`src/rtl/cmp_minmax_seq_pkg.sv`:
```
`default_nettype none
// ============================================================================
// Module   : cmp_minmax_seq_pkg
// Purpose  : Shared definitions for the sequential min/max burst tracker:
//            FSM state type, comparator result codes and parameter defaults.
// Ports    : none (package)
// Options  : CMP_MINMAX_IDX_EN (consumed by cmp_minmax_seq, not used here)
// Revision : 1.0 - initial release
// ============================================================================
package cmp_minmax_seq_pkg;

   localparam int W_DEFAULT     = 5;
   localparam int CNT_W_DEFAULT = 4;

   // Comparator result codes (a relative to b)
   localparam logic [1:0] CMP_EQZ = 2'b00;  // a == b == 0
   localparam logic [1:0] CMP_GT  = 2'b01;  // a >  b
   localparam logic [1:0] CMP_LT  = 2'b10;  // a <  b
   localparam logic [1:0] CMP_EQ  = 2'b11;  // a == b != 0

   typedef enum logic [1:0] {
      ACCEPT  = 2'd0,
      CMP_MAX = 2'd1,
      CMP_MIN = 2'd2,
      DONE    = 2'd3
   } state_t;

endpackage : cmp_minmax_seq_pkg
`default_nettype wire

```
`src/rtl/mag_cmp5.sv`:
```
`default_nettype none
// ============================================================================
// Module   : mag_cmp5
// Purpose  : Combinational unsigned magnitude comparator producing a 2-bit
//            relation code (EQZ / GT / LT / EQ).
// Ports    : a, b  - W-bit unsigned operands
//            code  - relation of a to b
// Revision : 1.0 - initial release
// ============================================================================
module mag_cmp5
   import cmp_minmax_seq_pkg::*;
#(
   parameter int W = W_DEFAULT
) (
   input  logic [W-1:0] a,
   input  logic [W-1:0] b,
   output logic [1:0]   code
);

   always_comb begin
      code = CMP_GT;
      if (a == b) begin
         // Equality is split so callers can tell an all-zero match apart
         code = (a == '0) ? CMP_EQZ : CMP_EQ;
      end else if (a < b) begin
         code = CMP_LT;
      end
   end

endmodule : mag_cmp5
`default_nettype wire

```
`src/rtl/cmp_minmax_seq.sv`:
```
`default_nettype none
// ============================================================================
// Module   : cmp_minmax_seq
// Purpose  : Tracks maximum, minimum and sample count of a burst of samples
//            using a single shared comparator (one compare per FSM step).
// Ports    : clk, rst_n (async, active-low)
//            in_data/in_valid/in_last/in_ready - sample input handshake
//            max_val/min_val/count/ovf         - burst result
//            res_valid                         - result is complete
//            done                              - one-cycle completion pulse
//            max_idx/min_idx                   - extremum indices (option)
// Options  : CMP_MINMAX_IDX_EN adds max_idx/min_idx outputs
// Revision : 1.0 - initial release
// ============================================================================
module cmp_minmax_seq
   import cmp_minmax_seq_pkg::*;
#(
   parameter int W     = W_DEFAULT,
   parameter int CNT_W = CNT_W_DEFAULT
) (
   input  logic             clk,
   input  logic             rst_n,
   input  logic [W-1:0]     in_data,
   input  logic             in_valid,
   input  logic             in_last,
   output logic             in_ready,
   output logic [W-1:0]     max_val,
   output logic [W-1:0]     min_val,
   output logic [CNT_W-1:0] count,
   output logic             ovf,
   output logic             res_valid,
`ifdef CMP_MINMAX_IDX_EN
   output logic [CNT_W-1:0] max_idx,
   output logic [CNT_W-1:0] min_idx,
`endif
   output logic             done
);

   localparam logic [CNT_W-1:0] CNT_MAX = {CNT_W{1'b1}};
   localparam logic [CNT_W-1:0] CNT_ONE = {{(CNT_W-1){1'b0}}, 1'b1};

   state_t           state_q, state_d;
   logic [W-1:0]     smp_q, smp_d;
   logic [W-1:0]     max_q, max_d;
   logic [W-1:0]     min_q, min_d;
   logic [CNT_W-1:0] cnt_q, cnt_d;          // live burst counter
   logic [CNT_W-1:0] cnt_res_q, cnt_res_d;  // count of the last finished burst
   logic             ovf_q, ovf_d;
   logic             res_valid_q, res_valid_d;
   logic             done_q, done_d;
   logic             last_q, last_d;
`ifdef CMP_MINMAX_IDX_EN
   logic [CNT_W-1:0] smp_idx_q, smp_idx_d;
   logic [CNT_W-1:0] max_idx_q, max_idx_d;
   logic [CNT_W-1:0] min_idx_q, min_idx_d;
`endif

   logic             accept;
   logic [W-1:0]     cmp_b;
   logic [1:0]       cmp_code;

   assign in_ready = (state_q == ACCEPT);
   assign accept   = in_valid && in_ready;

   // One comparator shared between the max and min steps
   assign cmp_b = (state_q == CMP_MAX) ? max_q : min_q;

   mag_cmp5 #(
      .W (W)
   ) u_cmp (
      .a    (smp_q),
      .b    (cmp_b),
      .code (cmp_code)
   );

   always_comb begin
      state_d     = state_q;
      smp_d       = smp_q;
      max_d       = max_q;
      min_d       = min_q;
      cnt_d       = cnt_q;
      cnt_res_d   = cnt_res_q;
      ovf_d       = ovf_q;
      res_valid_d = res_valid_q;
      done_d      = 1'b0;
      last_d      = last_q;
`ifdef CMP_MINMAX_IDX_EN
      smp_idx_d   = smp_idx_q;
      max_idx_d   = max_idx_q;
      min_idx_d   = min_idx_q;
`endif

      case (state_q)
         ACCEPT: begin
            if (accept) begin
               smp_d  = in_data;
               last_d = in_last;
`ifdef CMP_MINMAX_IDX_EN
               // Pre-increment count is the 0-based index, saturating with it
               smp_idx_d = cnt_q;
`endif
               if (cnt_q == CNT_MAX) begin
                  ovf_d = 1'b1;
               end else begin
                  cnt_d = cnt_q + CNT_ONE;
               end
               if (cnt_q == '0) begin
                  max_d       = in_data;
                  min_d       = in_data;
                  res_valid_d = 1'b0;
                  ovf_d       = 1'b0;
`ifdef CMP_MINMAX_IDX_EN
                  max_idx_d   = '0;
                  min_idx_d   = '0;
`endif
                  state_d     = in_last ? DONE : ACCEPT;
               end else begin
                  state_d = CMP_MAX;
               end
            end
         end

         CMP_MAX: begin
            if (cmp_code == CMP_GT) begin
               max_d = smp_q;
`ifdef CMP_MINMAX_IDX_EN
               max_idx_d = smp_idx_q;
`endif
            end
            state_d = CMP_MIN;
         end

         CMP_MIN: begin
            if (cmp_code == CMP_LT) begin
               min_d = smp_q;
`ifdef CMP_MINMAX_IDX_EN
               min_idx_d = smp_idx_q;
`endif
            end
            state_d = last_q ? DONE : ACCEPT;
         end

         DONE: begin
            done_d      = 1'b1;
            res_valid_d = 1'b1;
            // Freeze the result count so the live counter can restart
            cnt_res_d   = cnt_q;
            cnt_d       = '0;
            state_d     = ACCEPT;
         end

         default: state_d = ACCEPT;
      endcase
   end

   always_ff @(posedge clk or negedge rst_n) begin
      if (!rst_n) begin
         state_q     <= ACCEPT;
         smp_q       <= '0;
         max_q       <= '0;
         min_q       <= '0;
         cnt_q       <= '0;
         cnt_res_q   <= '0;
         ovf_q       <= 1'b0;
         res_valid_q <= 1'b0;
         done_q      <= 1'b0;
         last_q      <= 1'b0;
`ifdef CMP_MINMAX_IDX_EN
         smp_idx_q   <= '0;
         max_idx_q   <= '0;
         min_idx_q   <= '0;
`endif
      end else begin
         state_q     <= state_d;
         smp_q       <= smp_d;
         max_q       <= max_d;
         min_q       <= min_d;
         cnt_q       <= cnt_d;
         cnt_res_q   <= cnt_res_d;
         ovf_q       <= ovf_d;
         res_valid_q <= res_valid_d;
         done_q      <= done_d;
         last_q      <= last_d;
`ifdef CMP_MINMAX_IDX_EN
         smp_idx_q   <= smp_idx_d;
         max_idx_q   <= max_idx_d;
         min_idx_q   <= min_idx_d;
`endif
      end
   end

   assign max_val   = max_q;
   assign min_val   = min_q;
   // Live count while a burst runs, frozen result count once it completes
   assign count     = res_valid_q ? cnt_res_q : cnt_q;
   assign ovf       = ovf_q;
   assign res_valid = res_valid_q;
   assign done      = done_q;
`ifdef CMP_MINMAX_IDX_EN
   assign max_idx   = max_idx_q;
   assign min_idx   = min_idx_q;
`endif

endmodule : cmp_minmax_seq
`default_nettype wire

```
`config.mk`:
```
export PLATFORM = sky130hd
export DESIGN_NAME = cmp_minmax_seq
export DESIGN_NICKNAME = d
export VERILOG_FILES = /design/src/rtl/cmp_minmax_seq_pkg.sv /design/src/rtl/mag_cmp5.sv /design/src/rtl/cmp_minmax_seq.sv
export SDC_FILE = /design/constraint.sdc
export NUM_CORES = 1
export LEC_CHECK = 0
export BUFFER_PORTS_ARGS = -buffer_cell sky130_fd_sc_hd__buf_2
export CAP_MARGIN = 20
export CORE_MARGIN = 1
export CORE_UTILIZATION = 50
export DETAILED_ROUTE_END_ITERATION = 10
export GPL_TIMING_DRIVEN = 0
export PLACE_DENSITY = 0.83
export SLEW_MARGIN = 20
export SYNTH_ARGS = -nofsm -noshare
export SYNTH_HDL_FRONTEND = slang
export SYNTH_SLANG_ARGS = --single-unit
```
`constraint.sdc`:
```
create_clock -name clk -period 5.43 [get_ports clk]
set_clock_uncertainty 0.05 [all_clocks]
set_input_delay 0.543 -clock clk [delete_from_list [all_inputs] [get_ports clk]]
set_output_delay 0.543 -clock clk [all_outputs]
set_load 0.01 [all_outputs]
```
* After elaboration in Yosys (flattened, before gate mapping)
Index checks and enable logic that the tools add are counted.
** Storage, ports and cells
- Flip-flop bits (word level) :: 29
- Output and inout port bits :: 18
- Logic and storage cells :: 63
** Cells by class
- $add $sub $neg :: 1
- Magnitude comparators :: 1
- Eq/ne operators :: 12
- Mux-type cells :: 25
- Reduce and logical (&&, ||, !) cells :: 14
** Operators by type and width (number)
- 5-bit two-way mux :: 5
- 5-bit one-hot mux with 2 select lines :: 2
- 2-bit two-way mux :: 7
- 4-bit two-way mux :: 3
- 3-bit AND reduction :: 3
- 2-bit one-hot mux with 4 select lines :: 1
- 4-bit one-hot mux with 2 select lines :: 1
- 4-bit AND reduction :: 2
- 2-bit nonzero test :: 4
- 2-bit equality test (second input constant) :: 3
- 2-bit by 1-bit != test with 1-bit output (second input constant) :: 3
- 5-bit equality test :: 1
- 5-bit logical NOT :: 1
- 5-bit less-than comparator :: 1
- 1-bit two-way mux :: 5
- 4-bit by 1-bit adder with 4-bit output (second input constant) :: 1
- 2-bit by 1-bit equality test with 1-bit output (second input constant) :: 2
- 4-bit equality test (second input constant) :: 1
- 4-bit logical NOT :: 1
- 2-bit != test (second input constant) :: 2
- 2-bit logical NOT :: 1
- 1-bit one-hot mux with 2 select lines :: 1
- 2-bit AND reduction :: 1
- 1-bit logical AND :: 1

* Longest topological paths before layout
- Depth after elaboration :: 8
- Depth in mapped cells :: 10
- Mapped depth without buffers :: 7

* By module
From an unflattened synthesis, not the netlist that was laid out.
** Unflattened totals
- Cells, all modules :: 151
- Area, all modules :: 1639.1 um2
** Modules (own cells, without submodules)
- cmp_minmax_seq :: times used 1, cells each 129, area an instance 1482.7 um2, seq. area each 725.7 um2
- mag_cmp5 :: times used 1, cells each 22, area an instance 156.4 um2, seq. area each 0.0 um2

* Worst setup path after synthesis
OpenSTA, ideal clock, no wires.
- Path type :: reg2reg
- Start :: register state_q[1]
- End :: register min_q[0] (netlist: min_val[0])
- Library setup time :: 0.094 ns
- Arrival time :: 2.080 ns
- Data required time :: 5.286 ns
- Setup slack :: 3.206 ns
- Stages on the path, launching flop included :: 10
- Buffers on the path :: 2
- Cells stage by stage :: dfrtp_1 -> buf_6 -> nand2b_4 -> buf_6 -> mux2i_1 -> ha_1 -> nand3_2 -> o21ba_4 -> or3_4 -> a211oi_1
** On the way
- Word-level cells in the longest chain between the ends :: 8
** RTL lines
- start, declared :: RTL line cmp_minmax_seq.sv:42 : state_t state_q, state_d;
- start signal, assigned :: RTL line cmp_minmax_seq.sv:174 : state_q <= state_d;
- 2-bit by 1-bit equality test with 1-bit output :: RTL line cmp_minmax_seq.sv:66 : assign cmp_b = (state_q == CMP_MAX) ? max_q : min_q;
- 5-bit two-way mux :: RTL line cmp_minmax_seq.sv:66
- 5-bit less-than comparator :: RTL line mag_cmp5.sv:25 : end else if (a < b) begin
- 2-bit two-way mux :: RTL line mag_cmp5.sv:25
- 2-bit two-way mux :: RTL line mag_cmp5.sv:22 : if (a == b) begin
- 2-bit equality test :: RTL line cmp_minmax_seq.sv:134 : if (cmp_code == CMP_LT) begin
- 2-bit != test (no source line)
- 4-bit AND reduction (no source line)
- end signal, assigned :: RTL line cmp_minmax_seq.sv:177 : min_q <= min_d;
- end, declared :: RTL line cmp_minmax_seq.sv:45 : logic [W-1:0] min_q, min_d;
Parallel ways exist; a longest one is shown, timed or not.
A chain may end at the register's enable or synchronous reset.

* Worst setup path after layout
- Start :: register state_q[1]
- End :: register max_q[4] (netlist: max_val[4])
** On the way
- Word-level cells in the longest chain between the ends :: 8
** RTL lines
- 2-bit by 1-bit equality test with 1-bit output :: RTL line cmp_minmax_seq.sv:66, cmp_minmax_seq.sv:93
- 5-bit two-way mux :: RTL line cmp_minmax_seq.sv:66
- 5-bit less-than comparator :: RTL line mag_cmp5.sv:25
- 2-bit two-way mux :: RTL line mag_cmp5.sv:25
- 2-bit two-way mux :: RTL line mag_cmp5.sv:22
- 2-bit by 1-bit equality test with 1-bit output :: RTL line cmp_minmax_seq.sv:124 : if (cmp_code == CMP_GT) begin
- 2-bit by 1-bit != test with 1-bit output (no source line)
- 4-bit AND reduction (no source line)
- end signal, assigned :: RTL line cmp_minmax_seq.sv:176 : max_q <= max_d;
- end, declared :: RTL line cmp_minmax_seq.sv:44 : logic [W-1:0] max_q, max_d;
Parallel ways exist; a longest one is shown, timed or not.

==> metrics.sh <==
GRT_START_MAX_NET_PINS=30
ROW_COUNT=20
SYNTH_EDF_COUNT=0
FINAL_CORE_UTIL=0.608
CTS_BUFFERS=5
SETUP_REPAIR_AFTER_GLOBAL_ROUTING_MISSED_ITS_MARGIN='no'
NETLIST-CELL-TYPE-COUNT=36
PERIOD_NEEDED_NS=2.49
START_UTIL=0.532
CTS.SINK_COUNT=29
MAIN_COMBINATIONAL_CELL_FAMILY_BY_AREA_AFTER_SYNTHESIS='simple AND/OR/NAND/NOR gates'
WORST-PATH-MAX-FANOUT=10
DIE-AREA_UM2=3510
COMPOUND_GATE_FRACTION_OF_SYNTH_AREA=0.163
CP-START-KIND='flop'
POST_SYNTH_INSTANCE_AREA_UM2=1640
PORT-BUFFER-COUNT=26
SETUP_VIOL=0
FILL_CELLS=264
SEQUENTIAL_TO_TOTAL_AREA_SHARE_FROM_YOSYS_STAT=0.443
SYNTH_MUX_AREA_FRAC=0.0993
DRC=0
RUN_STATUS='completed'
NUM_ANTENNA_CELLS=0
DESIGN.PORTCOUNT=27
ROUTEDWLPERCELL_UM=15.3
MAX_CLOCK_FREQ_MHz=402
SYNTH_TOP_CELL_AREA_SHARE=0.443
CLOCKBUFFERDEPTH=2
SYNTH.AVG_CELL_AREA_UM2=10.7
CRIT_TYPE='flop to flop'
INITIALDRTVIOLATIONCOUNT=43
YOSYS.AREA_SHARE.SIMPLE=0.198
SYN_TO_FINAL_GROWTH_PCT=14.3
COUNT_OF_SYNTHESIS_STAGE_WARNINGS_FROM_YOSYS=0
TRITONCTS='built'
CTS.HOLD.BUFFERS_ADDED=0
GPL.FINAL_WEIGHTED_CONGESTION=0.812
CRITICAL_PATH_ARRIVAL_NS=2.68
SYNTH-SEQ-CELLS=29
HTREEDEPTH=2
TIMING_MAX_TRANSITION_VIOLATIONS_FINAL=0
STATIC-LEAKAGE-POWER_uW=0.000873
WORST_IR_DROP_VDD_mV=0.293
CP.REQUIRED_NS=5.62
COMMONEST_NON_FILL_NON_TAP_CELLS_IN_THE_LAYOUT='dfrtp_1, buf_2, nor2_1'
HOLD_VIOLATIONS=0
DOMINANTREGCELLSYNTH='dfrtp_1'
CLOCK_INSERTION_DELAY_WORST_SKEW_NS=0.34
SYNTHDOMINANTAREACELLTYPE='dfrtp_1'
YOSYS.AREA_SHARE.ADDER=0.0535
FINALSETUPTNS_NS=0
WORSTHOLDPATHTYPE='input pin to asynchronous set/reset pin'
ROOT_BUFFER='clkbuf_4'
LEADING_POST_SYNTHESIS_CELLS_BY_CELL_AREA='dfrtp_1, mux2_2, a211oi_1, ha_1, nor2_1'
GRTUSAGETOTAL=0.233
CTS.REPORTEDPATHS.CLKPINSLEW_NS=0.09
DRTANTENNAVIOLNETS=0
INITIAL_ANTENNA_VIOLATION_COUNT=0
GRT_FIRST_PASS_WIRELENGTH_MM=5.89
DIE_W_UM=59.2
NUMBER_OF_GLOBAL_ROUTE_VIAS_BEFORE_REPAIR=1226
NETS=202
MAX_SLEW.WORST_PIN.SLEW_NS=0.646
MAX_SLEW_HEADROOM=0.570
FINALWIRELENGTH_MM=3.54
SYNTHCELLS=153
POSTCTSSETUPREPAIRBUFS=0
LEADING_CELL_TYPE_IN_THE_LAYOUT_FILL_AND_TAPS_EXCLUDED='dfrtp_1'
SHARE_OF_THE_CLOCK_PERIOD_USED_BY_THE_WORST_PATH=0.458
YOSYS.AREA_SHARE.XOR_XNOR=0.00535
HPWLAFTERDP_MM=2.49
CP-END-KIND='flop'
FLOORPLAN.DIE.HEIGHT_UM=59.2
CORE_UM2=3080
SYNTH_ASYNC_SR_FLOP_SHARE=1.00
ROUTED_VIA_DENSITY=5.69
SYNTH.NET_COUNT=169
FINAL_LAYOUT_SIZE_SUFFIX_GT1_FRAC=0.321
GLOBALROUTE.TOTALOVERFLOW=0
DETAILEDROUTE.FIRSTPASSITERATIONCOUNT=4
NUM_VIAS=1314
POWERDENSITY_nW_PER_UM2=652
MAXCAPVIOLCOUNT=0
RESIZED_AFTER_CTS=0
==> cell type report <==
| class | instances | area, µm² | area share |
|---|---|---|---|
| Sequential cell | 29 | 726 | 0.388 |
| Inverter | 4 | 15.0 | 0.00802 |
| Buffer | 6 | 47.5 | 0.0254 |
| Timing Repair Buffer | 26 | 130 | 0.0695 |
| Clock buffer | 8 | 48.8 | 0.0261 |
| Tap cell | 44 | 55.1 | 0.0294 |
| Multi-Input combinational cell | 114 | 850 | 0.454 |
==> critical path, cell delays in order (launching register included) <==
cell and delay, ns:
dfrtp_1 0.39, buf_6 0.14, nand2b_4 0.13, buf_6 0.13
mux2i_1 0.12, ha_1 0.32, a21oi_1 0.22, and2_1 0.17
buf_1 0.29, a211oi_1 0.15, a211oi_1 0.27
==> cells in the mapped netlist, drive strengths merged (3+ instances only) <==
| library cell | n |
|---|---|
| a211oi | 15 |
| a21oi | 3 |
| buf | 6 |
| dfrtp | 29 |
| ha | 7 |
| inv | 4 |
| mux2 | 10 |
| mux2i | 5 |
| nand2 | 15 |
| nand2b | 3 |
| nand3 | 6 |
| nor2 | 19 |
| nor4 | 5 |
| o21ai | 8 |
==> stage by stage <==
step                      std cells  hold WS (ns)  area, µm²  worst slack (ns)  total power [µW]
final                           231         0.168       1870              2.94              1220
after global placement          223         0.413       1820              3.09              1060
after floorplan                 153         0.197       1640              3.21               903
after detailed placement        223         0.429       1820              3.02              1090
after CTS                       231         0.191       1870              3.00              1220
after global routing            231         0.216       1870              2.74              1310
==> power by group <==
| part | total (µW) | leakage [µW] | internal [µW] | switching, µW |
|---|---|---|---|---|
| Combinational | 692 | 0.000497 | 313 | 378 |
| Sequential | 402 | 0.000349 | 315 | 87.0 |
| Clock | 127 | 0.0000265 | 51.5 | 75.9 |
==> final timing paths <==
| path | startpoint | endpoint | slack (ns) | depth (start not counted) |
|---|---|---|---|---|
| min reg2reg | cnt_res_q[1]$_DFFE_PN0P_ | cnt_res_q[1]$_DFFE_PN0P_ | 0.45 | 2 |
| min | rst_n | max_val[2]$_DFFE_PN0P_ | 0.17 | 1 |
| max | state_q[1]$_DFFE_PN0N_ | max_val[4]$_DFFE_PN0P_ | 2.94 | 10 |
| max in group asynchronous | rst_n | smp_q[2]$_DFFE_PN0P_ | 4.74 | 1 |
| min in group clk | in_data[0] | smp_q[0]$_DFFE_PN0P_ | 0.37 | 3 |
| max reg2reg | state_q[1]$_DFFE_PN0N_ | max_val[4]$_DFFE_PN0P_ | 2.94 | 10 |
==> sequential cells by signal, summed over array words and instances, names as in the netlist, 2 cells and up <==
| register | flops |
|---|---|
| cnt_q | 4 |
| cnt_res_q | 4 |
| max_val | 5 |
| min_val | 5 |
| smp_q | 5 |
| state_q | 2 |
==> cells by family after synthesis <==
group           after synthesis
compound gates               33
xor+xnor                      1
fa+ha+maj                     7
buf+inv                      10
flops                        29
mux                          15
simple gates                 58
==> layer usage <==
metal / share of wire / GRT usage
met1: 0.42 / 0.309
met3: 0.059 / 0.0502
met2: 0.50 / 0.355
met5: 0 / 0
met4: 0.023 / 0.126
Power figures use the tool's default switching activity.
